### src/rtl/fetch_stage_unit.sv
`default_nettype none
// ============================================================================
//  Module   : fetch_stage_unit
//  Brief    : 3-wide in-order fetch front end; PC register, icache addressing,
//             IF/ID packet assembly and in-order consume count.
//  Revision : 1.0
// ============================================================================

package fetch_stage_pkg;
    localparam int XLEN = 32;

    typedef struct packed {
        logic [31:0]     inst;
        logic [XLEN-1:0] pc;
        logic [XLEN-1:0] npc;
        logic            valid;
    } if_id_packet_t;
endpackage

module fetch_stage_unit
    import fetch_stage_pkg::*;
#(
    parameter int              WIDTH    = 3,
    parameter logic [XLEN-1:0] RESET_PC = 32'h0
) (
    input  logic                       clk,
    input  logic                       rst,
    input  logic [WIDTH-1:0][31:0]     ld_cache_fetched_data,
    input  logic [WIDTH-1:0]           fch_icache_valid_flags,
    input  logic                       icache_branch,
    input  logic [XLEN-1:0]            cs_retire_pc,
    input  logic [WIDTH-1:0]           fch_dispatch_stall,
    output logic                       icache_pipeline_hold,
    output logic [1:0]                 icache_shift,
    output logic [WIDTH-1:0][XLEN-1:0] icache_req_addr,
    output if_id_packet_t [WIDTH-1:0]  fch_ifid_pkts,
    output logic [WIDTH-1:0]           bp_fetch_enable,
    output logic [WIDTH-1:0][XLEN-1:0] bp_fetch_addr
);

    logic [XLEN-1:0]  pc_q;
    logic [XLEN-1:0]  pc_d;
    logic [WIDTH-1:0] take;
    logic [WIDTH-1:0] slot_valid;
    logic [1:0]       take_cnt;
    logic             run;

    // Highest slot holds the oldest instruction, so it gets the smallest offset.
    for (genvar i = 0; i < WIDTH; i++) begin : g_slot
        localparam logic [XLEN-1:0] C_OFF = XLEN'((WIDTH - 1 - i) * 4);

        assign icache_req_addr[i]      = pc_q + C_OFF;
        assign bp_fetch_addr[i]        = icache_req_addr[i];
        assign take[i]                 = fch_icache_valid_flags[i] & ~fch_dispatch_stall[i];
        assign slot_valid[i]           = rst & fch_icache_valid_flags[i] & ~icache_branch;
        assign bp_fetch_enable[i]      = slot_valid[i];
        assign fch_ifid_pkts[i].inst   = ld_cache_fetched_data[i];
        assign fch_ifid_pkts[i].pc     = icache_req_addr[i];
        assign fch_ifid_pkts[i].npc    = icache_req_addr[i] + XLEN'(4);
        assign fch_ifid_pkts[i].valid  = slot_valid[i];
    end

    // Consume only the unbroken run of takeable slots starting at the oldest.
    always_comb begin
        take_cnt = 2'd0;
        run      = 1'b1;
        for (int s = WIDTH - 1; s >= 0; s--) begin
            if (run && take[s]) begin
                take_cnt = take_cnt + 2'd1;
            end else begin
                run = 1'b0;
            end
        end
    end

    always_comb begin
        icache_shift         = 2'd0;
        icache_pipeline_hold = 1'b0;
        if (rst && !icache_branch) begin
            icache_shift         = take_cnt;
            icache_pipeline_hold = fch_icache_valid_flags[WIDTH-1] & fch_dispatch_stall[WIDTH-1];
        end
    end

    always_comb begin
        pc_d = pc_q + {{(XLEN-4){1'b0}}, take_cnt, 2'b00};
        if (icache_branch) begin
            pc_d = cs_retire_pc;
        end
    end

    always_ff @(posedge clk) begin
        if (!rst) begin
            pc_q <= RESET_PC;
        end else begin
            pc_q <= pc_d;
        end
    end

endmodule

`default_nettype wire

### config.mk
export PLATFORM = sky130hd
export DESIGN_NAME = fetch_stage_unit
export DESIGN_NICKNAME = d
export VERILOG_FILES = /design/src/rtl/fetch_stage_unit.sv
export SDC_FILE = /design/constraint.sdc
export NUM_CORES = 1
export LEC_CHECK = 0
export ABC_AREA = 1
export CAP_MARGIN = 20
export CORE_AREA = 2 2 246 248
export DETAILED_ROUTE_END_ITERATION = 7
export DIE_AREA = 0 0 248 250
export GPL_ROUTABILITY_DRIVEN = 0
export SLEW_MARGIN = 20
export SYNTH_ARGS = -nofsm -noshare
export SYNTH_HDL_FRONTEND = slang
export SYNTH_SLANG_ARGS = --single-unit
### constraint.sdc
create_clock -name clk -period 4.1 [get_ports clk]
set_input_delay 0.615 -clock clk [delete_from_list [all_inputs] [get_ports clk]]
set_output_delay 0.615 -clock clk [all_outputs]
set_load 0.1 [all_outputs]
# Word level (Yosys, flattened, before mapping)
# Index checks and enable logic that the tools add are counted.
dict set report word_totals {
  inputBits 137
  latchBits 0
  rom_bits 0
  memories 0
  wordCells 34
  ram_bits 0
  register_bits 32
}
dict set report classes {
  n_bitwise 14
  div 0
  n_shift 0
  n_reduce_logical 4
  magnitude_cmp 0
  addsub 7
  n_eq_ne 0
  mux 8
  n_mul 0
}
# cell count
set ops {}
lappend ops {{$add 32x3->32 const B} 3}
lappend ops {{$add 32x4->32} 1}
lappend ops {{$add 32x4->32 const B} 1}
lappend ops {{$mux 32} 1}
lappend ops {{$and 1x1->1} 10}
lappend ops {{$mux 2} 3}
lappend ops {{$mux 1} 4}
lappend ops {{$not 1->1} 4}
lappend ops {{$logic_and 1x1->1} 3}
lappend ops {{$add 1x1->2 const B} 1}
lappend ops {{$add 2x1->2 const B} 1}
lappend ops {{$logic_not 1->1} 1}

# Logic depth before layout (Yosys ltp)
dict set report logic_depth {
  ltp_word 9
  depth_mapped 16
  ltp_nobuf 16
}

# Worst setup path before layout
# Ideal clock, no wire load.
dict set report synth_timing {
  kind {reg-to-output}
  from {register pc_q[3]}
  to {output fch_ifid_pkts[19] (netlist bit)}
  arrival_time_ns 5.722
  setup_slack_ns -2.237
  stages_incl_launch_ff 12
  required_time_ns 3.485
  path_cell_list {dfxtp_1 > inv_1 > ha_1 > inv_1 > nand3_1 > nor2_1 > nand2_1 > nor2_2 > nand3_4 > nor2_4 > nor2_1 > a31oi_1}
}
# element line_no
set synth_rtl {}
lappend synth_rtl {{from (decl)} 41} ;# logic [XLEN-1:0] pc_q;
lappend synth_rtl {{from (signal assigned)} 96} ;# pc_q <= pc_d;
lappend synth_rtl {{to (decl)} 36} ;# output if_id_packet_t [WIDTH-1:0] fch_ifid_pkts,

==> flow_metrics.tcl <==
set metrics [dict create \
    worstPathMaxFanout 10 \
    power_leakage_nw 5.20 \
    yosysMostFrequentCell "buf_4" \
    power_density_mw_per_mm2 343 \
    worstPathRequired_ns 3.48 \
    start_kind "flop" \
    synth_area_leader_cell "buf_4" \
    pwr-share-comb 0.785 \
    largest_registers "pc_q: 32 flops" \
    drtPass1Iterations 5 \
    switching_share 0.696 \
    drv_cap 0 \
    p_switching_mw 2.81 \
    synth-simple-area-share 0.406 \
    ys.flop_type "dfxtp_1" \
    dp_worst_setup_slack_ns 0.356 \
    synth_common_cells "buf_4, nand2_1, nor2_1" \
    path_cells "ha_2 > nand2_1 > nor2_8 > nand2_1 > nand2_1 > nand2_1 > inv_2 > nand2_1 > nor2_4 > nand2_2 > nor2_4 > nand3_1 > nand2_1 > clkinvlp_4 > buf_12" \
    wl_per_cell_um 18.8 \
    status "completed" \
    ys_top_cells_by_area "buf_4, nand2_1, dfxtp_1, nor2_1, xor2_1" \
    grt_pass1_wl_um 56800 \
    drc 0 \
    setup_tns_ns 0 \
    vdd_drop_max_mv 0.185 \
    worst_hold_startpoint "pc_q[18]$_SDFF_PN0_" \
    drive_above_1_share 0.347 \
    max_clock_freq_mhz 259 \
    post-route-min-period_ns 3.86 \
    core_area_mm2 0.0596 \
    setup_viol 0 \
    dr.first_iter.drc_count 528 \
    io_pins 626 \
    cts_hold_buf 0 \
    relSlewSlack 0.275 \
    cts-buffers-inserted 5 \
    p_int_mw 1.23 \
    n_fill_cell 6753 \
    r2r_end "pc_q[16]$_SDFF_PN0_" \
    ys_warn_count 0 \
    finClkSkew_ns 0.00803 \
    finalHoldViolCount 0 \
    place_area_mm2 0.0116 \
    ant_nets 0 \
    r2r_setup_slack_ns 1.79 \
    synth-compound-area-share 0.0410 \
    synth_top_area_share 0.309 \
    tightest_slew_ns 1.08 \
    synthXorXnorAreaFrac 0.0740 \
    hold_slack_ns 0.709 \
    grt_antenna_before_repair 13 \
    setup_ws_ns 0.235 \
    area_delta_synth_final_pct 44.6 \
    slowest_delay_ns 0.47 \
    rr_startpoint "pc_q[2]$_SDFF_PN0_" \
    syn_avg_cell_area_um2 5.99 \
    clock_sinks 32 \
    htree_num_levels 2 \
    ctsRootBufferMaster "clkbuf_16" \
    dieArea_mm2 0.0620 \
    rsz0062_at_grt "true" \
    yosys.area_share.adder 0.0132 \
    top_register "pc_q" \
    wirelength_um 42300 \
    slew_violations 0 \
    ys_ff_latch 32 \
    path_common_cell "nand2_1" \
    cts_buffer_depth 2 \
    grt-ovfl-total 0 \
    min_to "pc_q[18]$_SDFF_PN0_" \
    synth_cells 1362 \
    ys_seq_area_frac 0.0786 \
    synthArstFlopShare 0 \
    path_class "flop to primary output" \
    clk_pin_slew_ns 0.06 \
    syn-cell-area_mm2 0.00815 \
    synth_mux_area_frac 0 \
    power_frac_clock 0.107 \
    pwr-share-seq 0.108 \
    port_buffers 433 \
    vias 8341 \
    start_util 0.137 \
    worstHoldPathCells 2 \
    grt_max_degree 38 \
    synth_cell_type_count 37 \
    use_met1 0.152 \
    clk_latency_ns 0.28 \
    r2r_cells 10 \
    finalInstanceArea_mm2 0.0118 \
    fp.dieW_um 248 \
    arrival_ns 3.25 \
    track_usage 0.129 \
    rows 90 \
    routed_via_density 3.71 \
    synth_top_family_by_area "simple AND/OR/NAND/NOR gates" \
    grt_pass1_vias 7670 \
    met3_usage 0.0357 \
    finalNonFillerCells 2247 \
    hpwl_um 37100 \
    cp-end-kind "primary output" \
    period_share 0.943 \
    largest_reg_flops 32 \
    synth_edf_count 0 \
    dp_cells 2235 \
    final_nets 1605 \
    top_usage_layer "met2" \
    met2_usage 0.224 \
    slowest_stage "dfxtp_4" \
    die_h_um 250 \
    syn-num-nets 1507 \
    cts_tree "built" \
    hold_class "flop to flop" \
]
[power groups by stage]
stage	Clock [mW]	Combinational [mW]	Sequential [mW]
final	0.432	3.17	0.437
after global placement	0	3.19	0.446
after floorplan	0	2.96	0.545
after CTS	0.443	3.20	0.440
after detailed placement	0	3.19	0.446
after global routing	0.453	3.26	0.444
[per-layer routing]
layer | up-vias | wire (um)
li1 | 4019 | -
met1 | 3760 | 16500
met2 | 452 | 20200
met3 | 94 | 4100
met4 | 16 | 1390
met5 | - | 115
[layout by cell type (no fill, tap or decap), drive strengths merged]
| master | instances |
|---|---|
| clkinv | 4 |
| dfxtp | 32 |
| buf | 277 |
| a31oi | 1 |
| o21ai | 47 |
| bufinv | 1 |
| clkbuf | 5 |
| ha | 7 |
| fa | 1 |
| xnor2 | 3 |
| o31ai | 1 |
| nand2 | 367 |
| clkdlybuf4s50 | 166 |
| nor3 | 6 |
| nand4 | 20 |
| o221ai | 4 |
| nand3 | 85 |
| diode | 4 |
| xor2 | 62 |
| clkinvlp | 10 |
| and3 | 1 |
| inv | 138 |
| nor2 | 216 |
| a21oi | 7 |
[timing repair]
item	4_1_cts	5_1_grt
resized for setup	0	5
endpoints found under the setup margin	0	9
buffers inserted	0	0
hold endpoints to repair	0	0
[cell families after synthesis]
kind of cell               after synthesis
DFF                                     32
xor gates and xnor gates                65
buffers and inverters                  502
AOI/OAI and AO/OA                       60
and+or+nand+nor                        695
adders and majority gates                8
[worst max-delay path: cells and delay by family (launching register included)]
family | cells | cell delay (ns)
adder cells (fa/ha/maj) | 1 | 0.29
buffers and inverters | 3 | 0.49
AND/OR/NAND/NOR | 11 | 1.70
flip-flops | 1 | 0.47
[layout make-up]
| cell class | instances | area [um2] | area share |
|---|---|---|---|
| repair buffers | 443 | 4370 | 0.370 |
| flip-flops and latches | 32 | 677 | 0.0574 |
| clock buffers | 5 | 125 | 0.0106 |
| clock inverters | 3 | 41.3 | 0.00350 |
| inverters | 150 | 602 | 0.0511 |
| diodes | 4 | 10.0 | 0.000849 |
| well taps | 782 | 978 | 0.0830 |
| multi-input cells | 828 | 4990 | 0.423 |
[metrics by stage]
step / utilization / total power, mW
4_1_cts: 0.197 / 4.08
3_3_place_gp: 0.195 / 3.64
5_1_grt: 0.198 / 4.15
2_1_floorplan: - / 3.50
3_5_place_dp: 0.195 / 3.64
6_report: 0.198 / 4.04
[worst max-delay path by stage]
stage	from	end	depth (start not counted)
finish	pc_q[3]$_SDFF_PN0_	fch_ifid_pkts[125]	15
global route	pc_q[3]$_SDFF_PN0_	fch_ifid_pkts[120]	12
CTS	pc_q[3]$_SDFF_PN0_	fch_ifid_pkts[28]	12
detailed placement	pc_q[3]$_SDFF_PN0_	fch_ifid_pkts[28]	12
global placement	pc_q[3]$_SDFF_PN0_	fch_ifid_pkts[28]	12
floorplan	pc_q[3]$_SDFF_PN0_	fch_ifid_pkts[21]	12
Note: power is estimated with default switching activity, not from simulation.
==> RTL change (same settings) <==
Reset style: asynchronous (`rst`), changed in one clocked block.
--- a/src/rtl/fetch_stage_unit.sv
+++ b/src/rtl/fetch_stage_unit.sv
@@ -89,7 +89,7 @@
         end
     end
 
-    always_ff @(posedge clk) begin
+    always_ff @(posedge clk or negedge rst) begin
         if (!rst) begin
             pc_q <= RESET_PC;
         end else begin
Formal check against the unedited RTL: differs if rst is asserted again (counterexample within 4 cycles, from zero or initial values and one cycle with rst low); with rst held inactive, the same outputs for 4 cycles.
==> RTL change against the unedited design <==
  * Routed wire length grew 3.6%
  * Global-route usage grew 0.72 points
  * Design area shrank 0.32%
  * Critical endpoint is now fch_ifid_pkts[28]
  * Clock power grew 6.0%
  * Synthesized area shrank 6.9%
  * Sequential cell count is the same
  * Final cell count shrank 2.3%
  * Highest routed layer unchanged
  * Total power grew 37%
  * Worst setup slack gained 0.012 ns
  * Fmax grew 0.30%
==> RTL change: results (changes against the unedited design) <==
setup slack, reg-to-reg 1.59 ns (-0.20 ns); CP Capture Point fch_ifid_pkts[28]; post-synthesis net count 1426 (-5.4%); Leakage Power 5.13 nW (-1.4%); Placed Area 11500 um^2 (-0.94%); Power Total 5.55 mW (+37%); Synth Area in XOR/XNOR 0.0712 (-0.00276); status finished, final reports clean; Routed WL 43900 um (+3.6%); slowest stage cell, crit path dfrtp_4; layout cell share with drive strength beyond 1 0.342 (-0.00471); Reg2Reg Depth 11 (+1); Synth Area in Compound Gates 0.0374 (-0.00355); vias in the first global route 7754 (+1.1%); multi-input logic area 4660 um^2 (-6.5%); nets 1555 (-3.1%); dpl ws 0.177 ns (-0.179 ns); share of the yosys chip area belonging to registers 0.106 (+0.0269); largest net degree at the start of global routing 46 (+21%); largest stage delay on the critical path 0.57 ns (+0.10 ns); Multi-In Gates 770 (-7.0%); Crit Reg-Reg Startpoint pc_q[2]$_DFF_PN0_; Gate Count Post-Synth 1281 (-5.9%); DRT iter0 DRCs 391 (-26%); Met1 Routed Length 17000 um (+2.8%); met1 usage 0.157 (+0.00579); WL met3 3610 um (-12%); fraction of area in multi-input gates 0.397 (-0.0261); slew at the pin closest to its max-slew limit 1.10 ns (+0.0141 ns); list of most frequent post-synthesis cells nand2_1 (359), buf_4 (335), nor2_1 (148); CP startpoint pc_q[3]$_DFF_PN0_; Worst Path Arrival 3.24 ns (about the same); met2 WL 21500 um (+6.1%); combinational cell power 4.63 mW (+46%); Antenna Cells 2 (-2); Synth async-reset ratio 1.00 (+1.00); Via-to-Cell Ratio 3.69 (-0.52%); antenna violations before repair 9 (-4); Synth Area in Adders 0.0142 (+0.000979); GRT Total Usage 0.136 (+0.00725); worst vdd ir 0.267 mV (+44%)
## RTL change: changes by cell type in the layout (fill, tap and decap cells not counted), moves of 8 or more
cell | unedited run | this run
nand3_1 | 77 | 68
nor2_1 | 157 | 136
dfrtp_1 | 0 | 15
inv_2 | 13 | 2
xor2_1 | 28 | 17
nand2_2 | 49 | 29
nor2_2 | 30 | 16
buf_4 | 227 | 257
dfxtp_2 | 23 | 0
nand2_1 | 306 | 326
inv_1 | 124 | 116
dfrtp_2 | 0 | 14
## RTL change: repair_timing
action                                  4_1_cts  5_1_grt
gates cloned                                  0        0
buffers inserted                              0        3
endpoints found under the setup margin        8       26
pin swaps                                     0        3
resized for setup                             2       16
## RTL change: cells by family (layout without fill, tap and decap cells)
group | Yosys count | count (layout)
DFF | 32 | 32
xor gates and xnor gates | 60 | 60
and+or+nand+nor | 647 | 647
AOI/OAI and AO/OA | 55 | 55
other | 0 | 2
buffers and inverters | 479 | 609
adders and majority gates | 8 | 8
